$ cat src/rtl/gpu_filter_pkg.sv
// Shared types for the GPU pixel filter core: filter modes and sequencer states.
package gpu_filter_pkg;

    typedef enum logic [1:0] {
        ModePass   = 2'd0,
        ModeInvert = 2'd1,
        ModeThresh = 2'd2,
        ModeBright = 2'd3
    } filt_mode_e;

    typedef enum logic [2:0] {
        StIdle   = 3'd0,
        StRdReq  = 3'd1,
        StRdWait = 3'd2,
        StWrReq  = 3'd3,
        StDone   = 3'd4
    } fsm_state_e;

    function automatic logic state_is_busy(input fsm_state_e s);
        return (s == StRdReq) || (s == StRdWait) || (s == StWrReq);
    endfunction

endpackage

$ cat src/rtl/gpu_filter_lane.sv
// Combinational per-pixel filter: pass, invert, threshold or saturating brighten.
module gpu_filter_lane
    import gpu_filter_pkg::*;
#(
    parameter int unsigned PIX_W = 8
) (
    input  filt_mode_e       mode_i,
    input  logic [PIX_W-1:0] param_i,
    input  logic [PIX_W-1:0] pix_i,
    output logic [PIX_W-1:0] pix_o
);

    localparam logic [PIX_W-1:0] MaxPix = {PIX_W{1'b1}};

    // One extra bit so the brighten sum can be tested for overflow.
    logic [PIX_W:0] sum;

    always_comb begin
        sum   = {1'b0, pix_i} + {1'b0, param_i};
        pix_o = pix_i;
        case (mode_i)
            ModePass:   pix_o = pix_i;
            ModeInvert: pix_o = MaxPix - pix_i;
            ModeThresh: pix_o = (pix_i >= param_i) ? MaxPix : '0;
            ModeBright: pix_o = sum[PIX_W] ? MaxPix : sum[PIX_W-1:0];
            default:    pix_o = pix_i;
        endcase
    end

endmodule

$ cat src/rtl/gpu_filter_core.sv
// Word-at-a-time memory-to-memory pixel filter: read a word, filter each lane, write it back.
module gpu_filter_core
    import gpu_filter_pkg::*;
#(
    parameter int unsigned PIX_W  = 8,
    parameter int unsigned LANES  = 4,
    parameter int unsigned ADDR_W = 32,
    parameter int unsigned LEN_W  = 16
) (
    input  logic                     clk,
    input  logic                     reset,
    input  logic                     start,
    input  logic [1:0]               mode,
    input  logic [PIX_W-1:0]         param,
    input  logic [ADDR_W-1:0]        src_adr,
    input  logic [ADDR_W-1:0]        dst_adr,
    input  logic [LEN_W-1:0]         len,
    output logic                     busy,
    output logic                     done,
    output logic [LEN_W-1:0]         words_done,
    output logic                     mem_req,
    output logic                     mem_we,
    output logic [ADDR_W-1:0]        mem_adr,
    output logic [PIX_W*LANES-1:0]   mem_wdata,
    input  logic                     mem_gnt,
    input  logic [PIX_W*LANES-1:0]   mem_rdata,
    input  logic                     mem_rvalid
);

    localparam int unsigned DATA_W    = PIX_W * LANES;
    localparam int unsigned WordBytes = DATA_W / 8;
    localparam int unsigned OffW      = ADDR_W + LEN_W;

    // Byte address of word idx from base; the sum wraps modulo 2^ADDR_W.
    function automatic logic [ADDR_W-1:0] word_adr(input logic [ADDR_W-1:0] base,
                                                   input logic [LEN_W-1:0]  idx);
        logic [OffW-1:0] off;
        off = OffW'(idx) * OffW'(WordBytes);
        return base + off[ADDR_W-1:0];
    endfunction

    fsm_state_e          state_q, state_d;
    filt_mode_e          mode_q, mode_d;
    logic [PIX_W-1:0]    param_q, param_d;
    logic [ADDR_W-1:0]   src_q, src_d;
    logic [ADDR_W-1:0]   dst_q, dst_d;
    logic [LEN_W-1:0]    len_q, len_d;
    logic [LEN_W-1:0]    words_done_q, words_done_d;
    logic                busy_q, busy_d;
    logic                done_q, done_d;
    logic                mem_req_q, mem_req_d;
    logic                mem_we_q, mem_we_d;
    logic [ADDR_W-1:0]   mem_adr_q, mem_adr_d;
    logic [DATA_W-1:0]   mem_wdata_q, mem_wdata_d;
    logic [LEN_W-1:0]    wd_inc;
    logic [DATA_W-1:0]   filtered;

    for (genvar k = 0; k < LANES; k++) begin : g_lane
        gpu_filter_lane #(
            .PIX_W(PIX_W)
        ) u_lane (
            .mode_i (mode_q),
            .param_i(param_q),
            .pix_i  (mem_rdata[k*PIX_W +: PIX_W]),
            .pix_o  (filtered[k*PIX_W +: PIX_W])
        );
    end

    always_comb begin
        state_d      = state_q;
        mode_d       = mode_q;
        param_d      = param_q;
        src_d        = src_q;
        dst_d        = dst_q;
        len_d        = len_q;
        words_done_d = words_done_q;
        mem_adr_d    = mem_adr_q;
        mem_wdata_d  = mem_wdata_q;
        wd_inc       = words_done_q + LEN_W'(1);

        case (state_q)
            StIdle: begin
                if (start) begin
                    mode_d       = filt_mode_e'(mode);
                    param_d      = param;
                    src_d        = src_adr;
                    dst_d        = dst_adr;
                    len_d        = len;
                    words_done_d = '0;
                    mem_adr_d    = src_adr;
                    state_d      = (len == '0) ? StDone : StRdReq;
                end
            end
            StRdReq: begin
                if (mem_gnt) begin
                    state_d = StRdWait;
                end
            end
            StRdWait: begin
                if (mem_rvalid) begin
                    mem_wdata_d = filtered;
                    mem_adr_d   = word_adr(dst_q, words_done_q);
                    state_d     = StWrReq;
                end
            end
            StWrReq: begin
                if (mem_gnt) begin
                    words_done_d = wd_inc;
                    mem_adr_d    = word_adr(src_q, wd_inc);
                    state_d      = (wd_inc == len_q) ? StDone : StRdReq;
                end
            end
            StDone: begin
                state_d = StIdle;
            end
            default: begin
                state_d = StIdle;
            end
        endcase

        // Outputs are registered copies of what the next state implies.
        busy_d    = state_is_busy(state_d);
        done_d    = (state_d == StDone);
        mem_req_d = (state_d == StRdReq) || (state_d == StWrReq);
        mem_we_d  = (state_d == StWrReq);
    end

    always_ff @(posedge clk) begin
        if (reset) begin
            state_q      <= StIdle;
            mode_q       <= ModePass;
            param_q      <= '0;
            src_q        <= '0;
            dst_q        <= '0;
            len_q        <= '0;
            words_done_q <= '0;
            busy_q       <= 1'b0;
            done_q       <= 1'b0;
            mem_req_q    <= 1'b0;
            mem_we_q     <= 1'b0;
            mem_adr_q    <= '0;
            mem_wdata_q  <= '0;
        end else begin
            state_q      <= state_d;
            mode_q       <= mode_d;
            param_q      <= param_d;
            src_q        <= src_d;
            dst_q        <= dst_d;
            len_q        <= len_d;
            words_done_q <= words_done_d;
            busy_q       <= busy_d;
            done_q       <= done_d;
            mem_req_q    <= mem_req_d;
            mem_we_q     <= mem_we_d;
            mem_adr_q    <= mem_adr_d;
            mem_wdata_q  <= mem_wdata_d;
        end
    end

    assign busy       = busy_q;
    assign done       = done_q;
    assign words_done = words_done_q;
    assign mem_req    = mem_req_q;
    assign mem_we     = mem_we_q;
    assign mem_adr    = mem_adr_q;
    assign mem_wdata  = mem_wdata_q;

endmodule

$ cat config.mk
export PLATFORM = sky130hd
export DESIGN_NAME = gpu_filter_core
export DESIGN_NICKNAME = d
export VERILOG_FILES = /design/src/rtl/gpu_filter_pkg.sv /design/src/rtl/gpu_filter_lane.sv /design/src/rtl/gpu_filter_core.sv
export SDC_FILE = /design/constraint.sdc
export NUM_CORES = 1
export LEC_CHECK = 0
export ABC_AREA = 1
export CAP_MARGIN = 20
export CORE_MARGIN = 1.5
export CORE_UTILIZATION = 46
export CTS_BUF_LIST = sky130_fd_sc_hd__clkbuf_16
export DETAILED_ROUTE_END_ITERATION = 6
export PLACE_DENSITY = 0.7
export SLEW_MARGIN = 20
export SYNTH_ARGS = -nofsm -noshare
export SYNTH_HDL_FRONTEND = slang
export SYNTH_SLANG_ARGS = --single-unit
$ cat constraint.sdc
create_clock -name clk -period 2.6 [get_ports clk]
set_input_delay 0.52 -clock clk [delete_from_list [all_inputs] [get_ports clk]]
set_output_delay 0.52 -clock clk [all_outputs]
set_load 0.005 [all_outputs]
==> impl_metrics.py, run 1 <==
metrics = {
    "synth": {
        "avgSynthCellArea_um2": 6.285,
        "async_flop_share_pct": 0,
        "ys_seq_area_share_pct": 27.66,
        "syn_area_um2": 12810,
        "ys_ff_latch": 177,
        "ys_types": 43,
        "synth_top_flop_cell": "dfxtp_1",
        "synth_nets": 2269,
        "synth-edff-count": 0,
        "netlist_instances": 2038,
        "ys_warn_count": 0,
    },
    "run_status": {
        "violations": "setup timing",
        "status": "finished, violations left",
    },
    "die": {
        "ios": 211,
        "start_util_pct": 47.13,
        "dieArea_um2": 28850,
        "die_h_um": 169.9,
        "coreArea_um2": 27180,
        "die_x_um": 169.9,
        "rows": 60,
    },
    "routing": {
        "first_pass_iters": 6,
        "vias_per_cell": 5.553,
        "routed_wirelength_um": 52490,
        "drc": 0,
        "detail-route-antenna-nets": 0,
        "vias": 16030,
        "drt_iter0_markers": 1239,
        "wl_per_cell_um": 18.18,
    },
    "critical_path": {
        "cp.arrival_ns": 3.06,
        "regToRegStartpoint": "words_done[2]$_SDFFE_PP0P_",
        "crit_path_end_kind": "register",
        "r2r_cells": 17,
        "rrSetupSlack_ns": -0.12,
        "path_max_fanout": 6,
        "worstReg2RegEnd": "mem_adr[16]$_SDFFE_PP0P_",
        "startpoint_type": "register",
        "worstPathRequired_ns": 2.94,
        "crit_type": "reg2reg",
    },
    "sta": {
        "fin_crit_sh_pct": 104.7,
        "worst_pin_slew_ns": 0.8496,
        "hold_viol_final": 0,
        "setup_tns_ns": -1.221,
        "fin_ws_ns": -0.1225,
        "finalMaxSlewViolations": 0,
        "fin_skew_ns": 0.01671,
        "relSlewSlack_pct": 43.36,
        "fin_crit_ns": 2.723,
        "rsz0062_at_grt": "yes",
        "fmax_mhz": 367.3,
        "setup_viol": 18,
    },
    "cts": {
        "htree_levels": 4,
        "clockBufferDepth": 2,
        "clk_latency_ns": 0.44,
        "cts_root_buffer": "clkbuf_16",
        "clk_pin_slew_ns": 0.08,
        "cts_made_buffers": 17,
        "cts_num_sinks": 177,
        "cts_tree": "yes",
    },
    "global_routing": {
        "gr-total-overflow": 0,
        "grt_pass1_wl_um": 80180,
        "antenna_found_initial": 1,
        "grt_pass1_vias": 15550,
        "track_usage_pct": 35.29,
        "grt_max_degree": 135,
    },
    "pwr": {
        "power.density_nw_per_um2": 450.1,
        "p_leak_uw": 0.008814,
        "ir_drop_mv": 0.4616,
    },
    "worst_hold_path": {
        "min_to": "mem_wdata[5]$_SDFFE_PP0P_",
        "hp-class": "reg2reg",
        "min_from": "mem_wdata[5]$_SDFFE_PP0P_",
        "min_path_cells": 2,
    },
    "cells_and_area": {
        "final_common_cell": "nand2_1",
        "syn2layout_area_growth_pct": 49.37,
        "final_nets": 2732,
        "post-route-util_pct": 70.40,
        "postLayoutCellArea_um2": 19130,
        "drive_gt1_share_pct": 22.47,
        "layout_common_cells": "nand2_1 (388), buf_4 (287), nor2_1 (233), inv_1 (223), clkdlybuf4s50_1 (209)",
    },
    "placement": {
        "portBuffers": 210,
        "dp_hpwl_um": 37890,
        "place_area_um2": 17260,
        "post-place-ws_ns": -0.3413,
        "gp_congestion": 0.9672,
    },
    "job": {
        "maxCapViolations": 0,
    },
}
layout make-up:
type / count / area (um2)
clock buffers: 17 / 425.4
well taps: 372 / 465.4
inverters: 246 / 938.4
fillers: 2334 / 8044
multi-input cells: 1538 / 8966
clock inverters: 15 / 167.7
repair buffers: 521 / 4583
flip-flops and latches: 177 / 3583
diodes: 1 / 2.502
cells by family (layout without fill, tap and decap cells):
family | after synthesis | in the layout | share of synthesized area (%)
xor+xnor | 10 | 10 | 0.6838
other cells | 0 | 1 | 0
buf+inv | 323 | 799 | 9.573
simple gates | 936 | 936 | 30.82
compound gates | 488 | 488 | 20.75
fa+ha+maj | 104 | 104 | 10.51
flops | 177 | 177 | 27.66
cell usage after synthesis (2+ instances only):
| library cell | n | area (um2) |
|---|---|---|
| nand2_1 | 439 | 1648 |
| nor2_1 | 248 | 930.9 |
| inv_1 | 241 | 904.6 |
| a21oi_1 | 224 | 1121 |
| o21ai_0 | 181 | 905.9 |
| dfxtp_1 | 177 | 3543 |
| nand3_1 | 157 | 785.8 |
| ha_1 | 98 | 1226 |
| clkbuf_1 | 63 | 236.5 |
| nand4_1 | 35 | 219.0 |
| o211ai_1 | 26 | 195.2 |
| nor3_1 | 13 | 65.06 |
| a31oi_1 | 12 | 75.07 |
| or2_2 | 12 | 75.07 |
| buf_2 | 11 | 55.05 |
| nor4_1 | 10 | 62.56 |
| nand2_2 | 9 | 56.30 |
| xor2_1 | 9 | 78.83 |
| o2111ai_1 | 8 | 70.07 |
| o21bai_1 | 7 | 52.55 |
| fa_1 | 6 | 120.1 |
| a41oi_1 | 5 | 43.79 |
| a21o_1 | 4 | 30.03 |
| a221oi_1 | 4 | 35.03 |
| inv_2 | 4 | 15.01 |
| nand3b_1 | 4 | 30.03 |
| o21ai_1 | 4 | 20.02 |
| buf_1 | 3 | 11.26 |
| nor2_2 | 3 | 18.77 |
| o21a_1 | 3 | 22.52 |
| a21boi_0 | 2 | 15.01 |
| a22oi_1 | 2 | 15.01 |
| nor2_4 | 2 | 22.52 |
| o21bai_2 | 2 | 22.52 |
| o31a_1 | 2 | 17.52 |
registers in the layout, indices dropped and copies added (netlist names), 2 cells and up:
name,cells
state_q,3
words_done,16
src_q,32
mem_wdata,32
len_q,16
param_q,8
mem_adr,32
mode_q,2
dst_q,32
power by group:
| part | switching, uW | internal [uW] |
|---|---|---|
| logic | 1550 | 1250 |
| clock network | 1340 | 1290 |
| registers | 210 | 2960 |
metal layers:
metal	routed length [um]	track usage (%)	share of wire, %	vias to the layer above
met3	3700	4.698	7.0	135
li1	-	-	-	7703
met1	21440	43.36	41	7445
met5	0	0	0	-
met2	25360	62.54	48	749
met4	1990	13.31	3.8	0
critical path, stage by stage, from the launching register on:
cell and delay (ns):
dfxtp_4 0.42, nand2_4 0.07, nor2_4 0.20, nand4_1 0.21
nand2_2 0.16, inv_4 0.06, ha_4 0.28, buf_6 0.11
nand2_4 0.05, inv_2 0.07, nand3_2 0.13, nor3_4 0.17
a21oi_1 0.11, or2_2 0.29, nand3_2 0.09, o211ai_1 0.10
nand2_1 0.07, inv_1 0.04
through the flow:
stage	total power [uW]	instances	hold slack [ns]
global placement	5824	2818	0.4513
detailed placement	5863	2818	0.4558
CTS	8523	2871	0.4670
floorplan	4553	2038	0.4355
global route	9027	2886	0.4857
finish	8611	2887	0.4654
timing repair:
| action | in CTS | in global routing |
|---|---|---|
| buffers inserted | 21 | 15 |
| hold buffers | 0 | 0 |
| endpoints found under the setup margin | 25 | 39 |
| gates resized for setup | 146 | 131 |
| pin swaps | 44 | 54 |
worst max-delay path by stage:
stage	startpoint	cells after the start	endpoint
finish	words_done[2]$_SDFFE_PP0P_	17	mem_adr[16]$_SDFFE_PP0P_
floorplan	words_done[0]$_SDFFE_PP0P_	18	mem_adr[27]$_SDFFE_PP0P_
global route	words_done[3]$_SDFFE_PP0P_	18	mem_adr[20]$_SDFFE_PP0P_
CTS	words_done[1]$_SDFFE_PP0P_	19	mem_adr[18]$_SDFFE_PP0P_
global placement	mem_rdata[0]	14	mem_wdata[7]$_SDFFE_PP0P_
detailed placement	words_done[0]$_SDFFE_PP0P_	19	mem_adr[29]$_SDFFE_PP0P_
No activity file was read; power rests on OpenSTA's default activity.
==> inputs of run 2 (changes only) <==
--- a/config.mk
+++ b/config.mk
@@ -7,10 +7,12 @@
 export LEC_CHECK = 0
 export ABC_AREA = 1
 export CAP_MARGIN = 20
+export CORE_ASPECT_RATIO = 1.5
 export CORE_MARGIN = 1.5
 export CORE_UTILIZATION = 46
 export CTS_BUF_LIST = sky130_fd_sc_hd__clkbuf_16
 export DETAILED_ROUTE_END_ITERATION = 6
+export MAX_ROUTING_LAYER = met4
 export PLACE_DENSITY = 0.7
 export SLEW_MARGIN = 20
 export SYNTH_ARGS = -nofsm -noshare
==> run 2 against run 1 <==
The flow finishes with violations (DRC, setup timing). Power down 1.4%. Global-route usage rose by 1.1 points. Flip-flop and latch count is the same. Non-clock buffer count up 2. Clock-buffer cell count unchanged. Register-to-register slack about the same. Via count down 0.29%. Cell area increased by 0.14%. Combinational power barely moved.
==> impl_metrics.py, run 2 (synthesis results as in run 1) <==
metrics = {
    "cells_and_area": {
        "syn2layout_area_growth_pct": 49.58,
        "drive_gt1_share_pct": 22.54,
        "final-seq-area_um2": 3573,
        "multi_input_area_um2": 9066,
        "final_common_cell": "nand2_1",
        "antenna_cells": 0,
        "final_nets": 2734,
        "fillers": 2364,
        "layout_common_cells": "nand2_1 (396), buf_4 (289), nor2_1 (230), inv_1 (218), clkdlybuf4s50_1 (209)",
        "post-route-util_pct": 70.14,
    },
    "critical_path": {
        "crit_path_end_kind": "register",
        "startpoint_type": "register",
        "regToRegStartpoint": "words_done[4]$_SDFFE_PP0P_",
        "cp.arrival_ns": 3.07,
        "worstPathRequired_ns": 2.95,
        "startpoint": "words_done[4]$_SDFFE_PP0P_",
        "path_max_fanout": 4,
        "crit_type": "reg2reg",
    },
    "pwr": {
        "pwr-share-clk_pct": 29.4,
        "combPwrFrac_pct": 33.3,
        "power_uw": 8492,
        "ir_drop_mv": 0.5115,
        "p_int_uw": 5528,
        "switching_power_uw": 2963,
        "switching_share_pct": 34.90,
        "p_leak_uw": 0.008797,
        "seqPwrFrac_pct": 37.3,
        "power.density_nw_per_um2": 443.2,
    },
    "placement": {
        "gp_congestion": 1.024,
        "dp_hpwl_um": 39350,
        "portBuffers": 210,
    },
    "job": {
        "maxCapViolations": 0,
    },
    "die": {
        "rows": 74,
        "coreArea_um2": 27310,
        "start_util_pct": 46.89,
        "dieArea_um2": 28880,
        "ios": 211,
        "die_h_um": 207.4,
        "die_x_um": 139.2,
    },
    "cts": {
        "clk_latency_ns": 0.46,
        "htree_levels": 4,
        "cts_num_sinks": 177,
        "clockBufferDepth": 2,
        "clk_pin_slew_ns": 0.07,
        "cts_hold_repair.buffers": 0,
        "cts_root_buffer": "clkbuf_16",
        "cts_made_buffers": 17,
        "cts_tree": "yes",
    },
    "routing": {
        "routed_wirelength_um": 52470,
        "drc": 14,
        "wl_per_cell_um": 18.36,
        "drt_iter0_markers": 1051,
        "first_pass_iters": 7,
        "vias": 15990,
        "detail-route-antenna-nets": 0,
        "vias_per_cell": 5.593,
    },
    "global_routing": {
        "antenna_found_initial": 0,
        "gr-total-overflow": 0,
        "grt_max_degree": 135,
        "grt_pass1_wl_um": 80140,
        "grt_pass1_vias": 15900,
        "track_usage_pct": 36.35,
    },
    "sta": {
        "fin_skew_ns": 0.009303,
        "hold_viol_final": 0,
        "fin_crit_sh_pct": 104.5,
        "setup_viol": 16,
        "rsz0062_at_grt": "yes",
        "finalMaxSlewViolations": 0,
        "fin_ws_ns": -0.1177,
        "worst_pin_slew_ns": 0.8789,
        "relSlewSlack_pct": 41.40,
        "fmax_mhz": 368.0,
        "fin_crit_ns": 2.718,
    },
    "worst_hold_path": {
        "hp-class": "reg2reg",
        "min_from": "mem_wdata[17]$_SDFFE_PP0P_",
    },
    "run_status": {
        "status": "finished, violations left",
        "violations": "DRC, setup timing",
    },
}
## run 2: cell count changes in the layout (fill, tap and decap cells not counted), moves of 5 or more
cell,before,now
nand2_1,388,396
nand3_4,3,9
clkinv_8,5,0
nand2_2,46,37
inv_1,223,218
clkinvlp_4,0,5
inv_2,15,20
nand3_2,26,21
## run 2: path summary, 6_finish.rpt
check | end | slack (ns) | cells past startpoint
worst max-delay path | mem_adr[24]$_SDFFE_PP0P_ | -0.12 | 19
worst min-delay path | mem_wdata[17]$_SDFFE_PP0P_ | 0.47 | 2
worst max register to register | mem_adr[24]$_SDFFE_PP0P_ | -0.12 | 19
worst min register to register | mem_wdata[17]$_SDFFE_PP0P_ | 0.47 | 2
## run 2: per-layer routing
metal,GRT usage [%],share of wire (%)
met5,-,0
met2,65.59,52
met3,5.029,5.5
met4,23.00,6.7
met1,36.62,36
## run 2: what timing repair did
item / in CTS / in global routing
hold endpoints to repair: 0 / 0
endpoints found under the setup margin: 25 / 39
gates resized for setup: 128 / 166
gates cloned: 0 / 0
pin swaps: 33 / 54
setup buffers: 9 / 17
## run 2: area by class of cell
| type | instances | area share [%] |
|---|---|---|
| multi-input combinational | 1538 | 47.32 |
| sequential | 177 | 18.65 |
| clock buffer | 17 | 2.220 |
| clock inverter | 15 | 0.6139 |
| timing repair buffer | 523 | 24.04 |
| tap | 342 | 2.234 |
| inverter | 246 | 4.918 |
## run 2: worst max-delay path, stage by stage (launching register included)
cell and delay, ns:
dfxtp_4 0.38, nand2_1 0.13, nor2_1 0.24, nand2_2 0.11, inv_2 0.08, a21o_1 0.14
nand2_2 0.08, inv_4 0.08, ha_4 0.23, buf_6 0.14, nand3_4 0.11, nor3_2 0.06
buf_4 0.13, nand3_1 0.09, nand3_2 0.11, or2_4 0.23, nand3_1 0.06, nand3_1 0.09
nand2_1 0.08, inv_1 0.04
## run 2: through the flow
| step | instances | cell area [um2] | worst slack (ns) | hold slack [ns] | TNS (ns) |
|---|---|---|---|---|---|
| final | 2858 | 19160 | -0.1177 | 0.4652 | -0.7824 |
| after detailed placement | 2799 | 17290 | -0.4429 | 0.4556 | -13.45 |
| after CTS | 2840 | 18380 | -0.01168 | 0.4674 | -0.04208 |
| after global placement | 2799 | 17290 | -0.4638 | 0.4530 | -12.19 |
| after floorplan | 2038 | 12830 | -0.04009 | 0.4355 | -0.04009 |
| after global routing | 2858 | 19160 | -0.2441 | 0.4858 | -3.926 |
## run 2: power groups by stage
stage,clock network [uW],logic [uW],registers (uW)
global placement,0,2620,3210
floorplan,0,1370,3180
detailed placement,0,2650,3210
finish,2500,2830,3160
global route,2640,3100,3190
CTS,2530,2720,3160
